[config.mk]
export PLATFORM = sky130hd
export DESIGN_NAME = nunchuk_cursor_ctrl
export DESIGN_NICKNAME = d
export VERILOG_FILES = /design/src/rtl/nunchuk_pkg.sv /design/src/rtl/button_debouncer.sv /design/src/rtl/nunchuk_cursor_ctrl.sv
export SDC_FILE = /design/constraint.sdc
export NUM_CORES = 1
export LEC_CHECK = 0
export CORE_MARGIN = 2
export CORE_UTILIZATION = 61
export DETAILED_ROUTE_END_ITERATION = 16
export PLACE_DENSITY = 0.89
export SYNTH_ARGS = -nofsm -noshare
export SYNTH_HDL_FRONTEND = slang
export SYNTH_HIERARCHICAL = 1
export SYNTH_SLANG_ARGS = --single-unit
[constraint.sdc]
create_clock -name clock -period 4.6 [get_ports clock]
set_input_delay 1.15 -clock clock [delete_from_list [all_inputs] [get_ports clock]]
set_output_delay 1.15 -clock clock [all_outputs]
set_load 0.05 [all_outputs]
[src/rtl/nunchuk_pkg.sv]
// Types and constants shared between the nunchuk driver and the cursor stage.
package nunchuk_pkg;

  typedef enum logic [1:0] {
    IDLE   = 2'd0,
    CALC   = 2'd1,
    UPDATE = 2'd2
  } cursor_state_t;

  localparam int         STICK_CENTER     = 128;
  localparam logic [6:0] NUNCHUK_I2C_ADDR = 7'h52;

endpackage

[src/rtl/button_debouncer.sv]
// Debounce filter for one button. The raw level must disagree with the held level
// on DEBOUNCE consecutive enabled samples before the held level flips.
module button_debouncer #(
  parameter int DEBOUNCE = 3
) (
  input  logic clock,
  input  logic rst,
  input  logic en_i,
  input  logic raw_i,
  output logic held_o,
  output logic press_o
);

  localparam int CW = (DEBOUNCE > 1) ? $clog2(DEBOUNCE) : 1;
  localparam logic [CW-1:0] LAST = CW'(DEBOUNCE - 1);

  logic          held_q, press_q;
  logic [CW-1:0] cnt_q;

  // The counter never passes LAST: reaching it on a differing sample flips and clears.
  always_ff @(posedge clock) begin
    if (rst) begin
      held_q  <= 1'b0;
      press_q <= 1'b0;
      cnt_q   <= '0;
    end else begin
      press_q <= 1'b0;
      if (en_i) begin
        if (raw_i == held_q) begin
          cnt_q <= '0;
        end else if (cnt_q == LAST) begin
          held_q  <= raw_i;
          press_q <= raw_i;
          cnt_q   <= '0;
        end else begin
          cnt_q <= cnt_q + 1'b1;
        end
      end
    end
  end

  assign held_o  = held_q;
  assign press_o = press_q;

endmodule

[src/rtl/nunchuk_cursor_ctrl.sv]
// Turns nunchuk stick/button polls into a clamped, dead-zoned cursor position
// and debounced button levels/press pulses.
module nunchuk_cursor_ctrl
  import nunchuk_pkg::*;
#(
  parameter int SCREEN_W    = 640,
  parameter int SCREEN_H    = 480,
  parameter int CENTER      = STICK_CENTER,
  parameter int DEADZONE    = 16,
  parameter int SPEED_SHIFT = 3,
  parameter int DEBOUNCE    = 3,
  localparam int XW = $clog2(SCREEN_W),
  localparam int YW = $clog2(SCREEN_H)
) (
  input  logic          clock,
  input  logic          rst,
  input  logic          sample_valid_i,
  input  logic [7:0]    stick_x_i,
  input  logic [7:0]    stick_y_i,
  input  logic          z_i,
  input  logic          c_i,
  input  logic          recenter_i,
  output logic [XW-1:0] cursor_x_o,
  output logic [YW-1:0] cursor_y_o,
  output logic          z_held_o,
  output logic          c_held_o,
  output logic          z_press_o,
  output logic          c_press_o,
  output logic          update_strobe_o
);

  localparam logic signed [8:0]  CEN   = 9'(CENTER);
  localparam logic signed [8:0]  DZS   = 9'(DEADZONE);
  localparam logic        [8:0]  DZU   = 9'(DEADZONE);
  localparam logic signed [11:0] XMAX  = 12'(SCREEN_W - 1);
  localparam logic signed [11:0] YMAX  = 12'(SCREEN_H - 1);
  localparam logic [XW-1:0]      X_MID = XW'(SCREEN_W / 2);
  localparam logic [YW-1:0]      Y_MID = YW'(SCREEN_H / 2);

  cursor_state_t          state_q;
  logic [7:0]             sx_q, sy_q;
  logic                   z_q, c_q;
  logic signed [8:0]      vx_q, vy_q;
  logic [XW-1:0]          cx_q, cx_d;
  logic [YW-1:0]          cy_q, cy_d;
  logic                   strobe_q;
  logic signed [11:0]     nx, ny;

  // Arithmetic shift floors toward minus infinity, so negative speeds round away from zero.
  function automatic logic signed [8:0] axis_vel(input logic [7:0] s);
    logic signed [8:0] off, adj;
    logic        [8:0] mag;
    off = $signed({1'b0, s}) - CEN;
    mag = off[8] ? 9'(-off) : 9'(off);
    adj = off[8] ? (off + DZS) : (off - DZS);
    if (mag <= DZU) return '0;
    return adj >>> SPEED_SHIFT;
  endfunction

  always_comb begin
    nx   = $signed({{(12-XW){1'b0}}, cx_q}) + $signed({{3{vx_q[8]}}, vx_q});
    ny   = $signed({{(12-YW){1'b0}}, cy_q}) - $signed({{3{vy_q[8]}}, vy_q});
    cx_d = nx[XW-1:0];
    cy_d = ny[YW-1:0];
    if (nx[11])         cx_d = '0;
    else if (nx > XMAX) cx_d = XW'(SCREEN_W - 1);
    if (ny[11])         cy_d = '0;
    else if (ny > YMAX) cy_d = YW'(SCREEN_H - 1);
  end

  always_ff @(posedge clock) begin
    if (rst) begin
      state_q  <= IDLE;
      sx_q     <= '0;
      sy_q     <= '0;
      z_q      <= 1'b0;
      c_q      <= 1'b0;
      vx_q     <= '0;
      vy_q     <= '0;
      cx_q     <= X_MID;
      cy_q     <= Y_MID;
      strobe_q <= 1'b0;
    end else begin
      strobe_q <= 1'b0;
      case (state_q)
        IDLE: if (sample_valid_i) begin
          sx_q    <= stick_x_i;
          sy_q    <= stick_y_i;
          z_q     <= z_i;
          c_q     <= c_i;
          state_q <= CALC;
        end
        CALC: begin
          vx_q    <= axis_vel(sx_q);
          vy_q    <= axis_vel(sy_q);
          state_q <= UPDATE;
        end
        UPDATE: begin
          cx_q     <= recenter_i ? X_MID : cx_d;
          cy_q     <= recenter_i ? Y_MID : cy_d;
          strobe_q <= 1'b1;
          state_q  <= IDLE;
        end
        default: state_q <= IDLE;
      endcase
    end
  end

  button_debouncer #(.DEBOUNCE(DEBOUNCE)) u_z_db (
    .clock   (clock),
    .rst     (rst),
    .en_i    (state_q == UPDATE),
    .raw_i   (z_q),
    .held_o  (z_held_o),
    .press_o (z_press_o)
  );

  button_debouncer #(.DEBOUNCE(DEBOUNCE)) u_c_db (
    .clock   (clock),
    .rst     (rst),
    .en_i    (state_q == UPDATE),
    .raw_i   (c_q),
    .held_o  (c_held_o),
    .press_o (c_press_o)
  );

  assign cursor_x_o      = cx_q;
  assign cursor_y_o      = cy_q;
  assign update_strobe_o = strobe_q;

endmodule

# ---- Word level (Yosys, flattened, before mapping)
# Cells that the tools add are included.
dict set report word_totals {
  reg_bits 66
  word_cells 77
}
dict set report op_classes {
  n_addsub 12
  n_lt_le_gt_ge 4
  eq_ne 7
  n_mux 27
  n_bitwise 5
  reduce_logical 6
}
# operator n
set ops {}
lappend ops {{$mux 9} 11}
lappend ops {{$mux 10} 3}
lappend ops {{$add 9x6->9 const B} 2}
lappend ops {{$le 9x5->1 const B} 2}
lappend ops {{$neg 9->9} 2}
lappend ops {{$sub 8x8->9 const B} 2}
lappend ops {{$sub 9x6->9 const B} 2}
lappend ops {{$add 11x9->12} 1}
lappend ops {{$gt 12x11->1 const B} 1}
lappend ops {{$gt 11x10->1 const B} 1}
lappend ops {{$sub 10x9->11} 1}
lappend ops {{$mux 2} 5}
lappend ops {{$reduce_or 4->1} 2}
lappend ops {{$mux 1} 7}
lappend ops {{$eq 2x2->1 const B} 3}
lappend ops {{$reduce_and 3->1} 2}
lappend ops {{$not 1->1} 5}
lappend ops {{$add 2x1->2 const B} 2}
lappend ops {{$pmux 2 s2} 1}
lappend ops {{$eq 1x1->1} 2}
lappend ops {{$eq 2x1->1 const B} 1}
lappend ops {{$logic_not 2->1} 1}
lappend ops {{$ne 2x2->1 const B} 1}
lappend ops {{$reduce_and 2->1} 1}

# ---- Depth between registers and ports, before layout
# Gate-level depths: netlist of the first run.
dict set report depth {
  word_depth 8
  depth_mapped 11
  depth_no_buf 11
}

# ---- Cells and area by module
# Netlist of the first run, hierarchy kept.
# module n_inst cells_each area_each_um2 seq_area_each_um2
set modules_own_cells {}
lappend modules_own_cells {nunchuk_cursor_ctrl 1 411 3407.0 1041.0}
lappend modules_own_cells {button_debouncer 2 16 172.7 80.1}

# ---- Least setup slack after synthesis of the first run
# Ideal clock, no wire load.
dict set report synth_path {
  path_kind {flip-flop to flip-flop}
  start {register cy_q[0], in the netlist cursor_y_o[0]}
  end {register cy_q[4], in the netlist cursor_y_o[4]}
  setup_time_ns 0.122
  t_arrival_ns 2.604
  required_time_ns 4.478
  path_slack_ns 1.875
  path_stages_with_launch 12
  path_buffers 0
  cell_sequence {dfxtp_1 > inv_1 > ha_1 > inv_1 > fa_1 > a21oi_1 > o221ai_2 > or3b_1 > o311a_1 > nand4_1 > nand4_1 > a221o_1}
}
dict set report synth_between {
  elab_chain_cells 5
}
# element line_no
set synth_lines {}
lappend synth_lines {{from (decl)} nunchuk_cursor_ctrl.sv:45} ;# logic [YW-1:0] cy_q, cy_d;
lappend synth_lines {{from (signal assigned)} nunchuk_cursor_ctrl.sv:100} ;# cy_q <= recenter_i ? Y_MID : cy_d;
lappend synth_lines {{$sub 10x9->11 (*)} nunchuk_cursor_ctrl.sv:62} ;# ny = $signed({{(12-YW){1'b0}}, cy_q}) - $signed({{3{vy_q[8]}}, vy_q});
lappend synth_lines {{$gt 11x10->1} nunchuk_cursor_ctrl.sv:68} ;# else if (ny > YMAX) cy_d = YW'(SCREEN_H - 1);
lappend synth_lines {{$mux 9} nunchuk_cursor_ctrl.sv:68}
lappend synth_lines {{$mux 9 (*)} nunchuk_cursor_ctrl.sv:67} ;# if (ny[11]) cy_d = '0;
lappend synth_lines {{$mux 9 (*)} nunchuk_cursor_ctrl.sv:100}
# Mark *: on every way between the ends. The rest lies on a longest branch, timed or not.
# A chain may end at the register's enable or synchronous reset.

==> reports/qor.txt, run 1 <==
Post-synthesis cell type count -> 72
EDFF count, synth -> 0
Most frequent cells in the layout -> 60 x dfxtp_1, 58 x nand2_1, 45 x clkdlybuf4s50_1, 41 x a21oi_1, 35 x nor2_1
Total GRT Usage -> 26.3%
Fmax -> 353 MHz
Hold Path Class -> reg2reg
Cells after synthesis -> 443
Synth area leaders -> dfxtp_1 32%, ha_1 9.7%, nand2_1 5.8%
DRC -> 0
Hpwl dp -> 6.18 mm
Routed Antenna Nets -> 0
IO Pins -> 46
CP endpoint kind -> flop
Period utilisation layout -> 61.6%
Worst setup SP type -> input port
Initial antenna violation count -> 0
Leakage Power -> 1.72 nW
Largest net degree at the start of global routing -> 35
Synth Area in Compound Gates -> 23.8%
Wire length of the first global-routing pass -> 13.8 mm
Die width -> 82.4 um
Critical Path RT -> 4.85 ns
Asr flop ratio synth -> 0%
Clock Tree Root -> clkbuf_8
Post-synth top flop -> dfxtp_1
Seq/Total Area, Yosys -> 32.0%
Max_slew headroom -> 48.8%
Highest routed layer -> met4
TritonCTS clock tree -> yes
Global route total overflow -> 0
CORE AREA -> 5920 um2
Via count -> 3467
DR iter-0 viols -> 209
Number of global-route vias before repair -> 3125
Non-Filler Cell Area, Final -> 4480 um2
Fin. max-slew vios -> 0
Full die area -> 6790 um2
Placed inst area -> 4240 um2
Commonest non-fill, non-tap cell in the layout -> dfxtp_1
Area Overhead vs Synth -> 19.4%
VDD IR max -> 0.214 mV
Worst Skew -> 0.00602 ns
Synth Area in Simple Gates -> 23.1%
YS warnings -> 6
Leading area contributor after synthesis -> dfxtp_1
Multiplexer area fraction after synthesis -> 0.900%
Cts hold-fix bufs -> 0
CTS buffer count -> 9
Max_cap viols -> 0
Met2 WL -> 4.13 mm
Height of the die -> 82.4 um
Layout Nets -> 544
Adder-cell share of the synthesized area -> 12.9%
Syn avg cell area -> 8.47 um2
Crit path DAT -> 3.08 ns
Num rows -> 28
Crit path max fanout -> 20
Setup Buffers After CTS -> 0
Least-Margin Pin Slew -> 0.761 ns
Cell Area, Synth -> 3750 um2
Port buffer count -> 45
Via density -> 6.13
Power Dens Cells -> 320 nW/um2
Final setup viols -> 0
Met1 WL -> 3.77 mm
Met3 routed WL -> 410 um
FF+latch count, synth -> 60
Worst skew pair latency -> 0.34 ns
RePlAce Congestion -> 0.959
Post-synth top area share -> 32.0%
TritonRoute pass-1 iters -> 5
Clock Tree Buf Depth -> 2
Setup tns final -> 0 ns
Final hold vios -> 0
Status -> finished clean
Fraction of layout cells with a size suffix above 1 -> 7.94%
Total wire length -> 8.51 mm
Synthesized netlist net count -> 500
Clock sink count -> 60
Largest family of logic cells by synthesized area -> compound AO/OA/AOI/OAI gates
RSZ-0062 raised after global routing -> no
Initial Util -> 63.4%
WS Path Type -> in2reg
Final period demand of the worst path -> 2.83 ns
Area share of xor/xnor cells in the synthesized design -> 2.80%
# diodes -> 0
Worst-path clk slew -> 0.07 ns
CTS resizes -> 0
Mean routed wirelength per cell -> 15.0 um
H-Tree Depth -> 3
[critical path, stage by stage]
cell             delay (ns)
clkdlybuf4s50_1        0.72
nor4_1                 0.80
inv_1                  0.13
o31ai_1                0.28
[path summary, 6_finish.rpt]
check                                           startpoint                          to  slack, ns  cells after the start
worst min-delay path            cursor_y_o[0]$_SDFFE_PP0P_  cursor_y_o[0]$_SDFFE_PP0P_       0.47                      2
worst max-delay path                                   rst        vx_q[4]$_SDFFE_PP0N_       1.77                      4
worst max register to register  cursor_y_o[0]$_SDFFE_PP0P_  cursor_y_o[4]$_SDFFE_PP1P_       1.81                     11
worst min register to register  cursor_y_o[0]$_SDFFE_PP0P_  cursor_y_o[0]$_SDFFE_PP0P_       0.47                      2
[registers in the layout (all words and copies together), names as in the netlist]
name and count:
u_c_db/cnt_q 2, cursor_x_o 10, z_q 1, c_q 1
u_z_db/held_o 1, vy_q 6, sx_q 8, u_c_db/press_o 1
cursor_y_o 9, update_strobe_o 1, u_z_db/cnt_q 2, u_c_db/held_o 1
state_q 2, u_z_db/press_o 1, vx_q 6, sy_q 8
[through the flow]
step	hold slack (ns)	instances	setup WS [ns]	power [W]	util (%)
after global placement	0.457	551	1.69	0.000847	71.7
after detailed placement	0.464	551	1.54	0.000859	71.7
after CTS	0.473	566	1.81	0.00143	75.7
after global routing	0.503	566	1.65	0.00149	75.7
final	0.468	566	1.77	0.00143	75.7
after floorplan	0.429	443	1.87	0.000785	-
[where the power goes]
group          total [W]  internal (W)  switching (W)  leakage (nW)
Sequential      0.000566      0.000540      0.0000258         0.488
Combinational   0.000288      0.000121       0.000166          1.11
Clock           0.000578      0.000370       0.000209         0.122
Total            0.00143       0.00103       0.000401          1.72
[final cells by class]
class | instances | area [um2]
clock buffer | 10 | 138
clock inverter | 5 | 100
fill | 441 | 1440
inverter | 29 | 109
multi-input combinational | 341 | 2380
sequential | 60 | 1200
tap | 75 | 93.8
timing repair buffer | 46 | 458
[Yosys cell counts (3+ instances only)]
master,count
nand4_1,7
nor3b_1,5
nand3b_1,3
inv_1,29
or3_1,8
a22o_1,9
a311oi_1,4
nor2_1,35
ha_1,29
clkbuf_1,10
nor4_1,4
a21oi_1,41
a21oi_2,3
o21a_1,3
nor3_1,6
a31oi_1,3
and3b_1,3
o21ai_0,9
o211ai_1,5
dfxtp_1,60
a22oi_1,4
o32ai_1,4
nand2b_1,9
nand2_1,58
o31ai_1,3
fa_1,6
xnor2_1,9
or3b_2,3
nand3_1,5
nor2b_1,5
a211oi_1,4
o41ai_1,4
xor2_1,3
[cells by family after synthesis]
kind of cell / after synthesis
flip-flops: 60
AO/OA/AOI/OAI: 123
AND/OR/NAND/NOR: 168
XOR/XNOR: 12
adder cells (fa/ha/maj): 35
buffers and inverters: 42
multiplexers: 3
[routing by layer]
metal	up-vias	track usage, %
met3	20	5.33
met1	1640	32.4
met2	110	43.9
met5	-	0
li1	1697	-
met4	0	12.5
Note: power is estimated with default switching activity, not from simulation.
==> inputs of run 2 (changes only) <==
Settings changed: CORE_UTILIZATION 61 to 56, PLACE_DENSITY 0.89 to 0.83.
Clock period 4.6 ns to 3 ns, I/O delays scaled along.
==> run 2 against run 1 <==
Net effect: the flow now finishes with violations (design-rule violations); critical path depth increased by 7; worst setup slack worse by 1.6 ns; sequential cell count did not move; non-clock buffer count grew 3; die area is 8.5% higher; first-iteration DRC count grew 16%.
==> reports/qor.txt, run 2 (same netlist as run 1, synthesis figures left out) <==
Crit path max fanout -> 6
Routed Antenna Nets -> 0
Leakage Power -> 1.71 nW
IO Pins -> 46
Fraction of layout cells with a size suffix above 1 -> 8.69%
Fin. max-slew vios -> 0
Total wire length -> 8.27 mm
Layout Nets -> 547
Worst setup SP type -> flop
DRC -> 1
Power Dens Cells -> 462 nW/um2
Least-Margin Pin Slew -> 0.623 ns
Setup Buffers After CTS -> 0
Via density -> 5.93
Clock Tree Buf Depth -> 2
Fmax -> 357 MHz
Num rows -> 29
Total GRT Usage -> 24.1%
Hold Path Class -> reg2reg
Commonest non-fill, non-tap cell in the layout -> dfxtp_1
CTS resizes -> 0
Post-layout worst setup margin -> 0.197 ns
WS Path Type -> reg2reg
TritonRoute pass-1 iters -> 13
Max FFs per register -> 10
Final hold vios -> 0
Height of the die -> 85.9 um
Setup tns final -> 0 ns
Non-Filler Cell Area, Final -> 4480 um2
H-Tree Depth -> 3
Final period demand of the worst path -> 2.80 ns
Max_slew headroom -> 58.3%
Worst-path clk slew -> 0.07 ns
Worst hold slack -> 0.478 ns
Failing checks -> design-rule violations
Mean routed wirelength per cell -> 14.4 um
Worst Skew -> 0.00692 ns
Final setup viols -> 0
Post-placement setup slack -> 0.267 ns
VDD IR max -> 0.311 mV
Max_cap viols -> 0
CORE AREA -> 6420 um2
Via count -> 3392
Full die area -> 7370 um2
Area Overhead vs Synth -> 19.4%
CTS buffer count -> 9
TritonCTS clock tree -> yes
Most frequent cells in the layout -> 60 x dfxtp_1, 58 x nand2_1, 45 x clkdlybuf4s50_1, 41 x a21oi_1, 35 x nor2_1
CP endpoint kind -> flop
Worst skew pair latency -> 0.34 ns
Port buffer count -> 45
RePlAce Congestion -> 0.915
Placed inst area -> 4270 um2
# fillers -> 512
Crit path DAT -> 3.03 ns
Critical Path RT -> 3.22 ns
DR iter-0 viols -> 242
# diodes -> 0
Period utilisation layout -> 93.4%
Initial Util -> 58.4%
Clock sink count -> 60
Global route total overflow -> 0
Initial antenna violation count -> 0
Number of global-route vias before repair -> 3194
Final Core Density -> 69.8%
Status -> complete, but fails checks
Clock Tree Root -> clkbuf_8
Cts hold-fix bufs -> 0
Die width -> 85.9 um
Wire length of the first global-routing pass -> 14.4 mm
Hpwl dp -> 6.19 mm
Largest net degree at the start of global routing -> 24
RSZ-0062 raised after global routing -> no
==> run 2: area by class of cell <==
class	count	area (um2)	share of cell area (%)
Timing Repair Buffer	49	480	10.7
Tap cell	77	96.3	2.15
Multi-Input combinational cell	341	2380	53.2
Clock inverter	5	60.1	1.34
Inverter	29	109	2.43
Sequential cell	60	1200	26.8
Clock buffer	11	151	3.38
==> run 2: critical path, cell delays in order, from the launching register on <==
cell and delay [ns]:
dfxtp_1 0.32, inv_1 0.07, ha_1 0.18, inv_1 0.07, fa_1 0.40, a21oi_1 0.27
o221ai_2 0.20, or3b_1 0.38, o311a_1 0.13, nand4_1 0.23, nand4_1 0.12, a221o_1 0.33
==> run 2: metal layers <==
layer | vias to the layer above | global-route usage (%) | share of wire (%) | wire [um]
met5 | - | 0 | 0 | 0
met4 | 0 | 9.38 | 2.0 | 167
met3 | 16 | 3.85 | 4.4 | 365
met2 | 100 | 40.1 | 47 | 3850
met1 | 1567 | 31.4 | 47 | 3880
li1 | 1709 | - | - | -
==> run 2: final timing paths <==
kind | startpoint | end | slack (ns) | depth (start not counted)
max reg2reg | cursor_y_o[0]$_SDFFE_PP0P_ | cursor_y_o[4]$_SDFFE_PP1P_ | 0.20 | 11
min | cursor_y_o[0]$_SDFFE_PP0P_ | cursor_y_o[0]$_SDFFE_PP0P_ | 0.48 | 2
min reg2reg | cursor_y_o[0]$_SDFFE_PP0P_ | cursor_y_o[0]$_SDFFE_PP0P_ | 0.48 | 2
max | cursor_y_o[0]$_SDFFE_PP0P_ | cursor_y_o[4]$_SDFFE_PP1P_ | 0.20 | 11
==> run 2: power breakdown <==
part | internal [W] | switching, W | leakage, nW
sequential | 0.000828 | 0.0000397 | 0.488
clock | 0.000430 | 0.000332 | 0.106
combinational | 0.000188 | 0.000250 | 1.12
total | 0.00145 | 0.000621 | 1.71
==> run 2: stage by stage <==
step	power (W)	instances
detailed placement	0.00132	556
finish	0.00207	572
global route	0.00217	572
global placement	0.00131	556
floorplan	0.00120	443
CTS	0.00208	572
==> inputs of run 3 (changes only) <==
Settings changed: ABC_CLOCK_PERIOD_IN_PS set to 3000.
==> results of run 3 <==
Same layout as run 2: the final DEF is identical, and so are final timing and power.
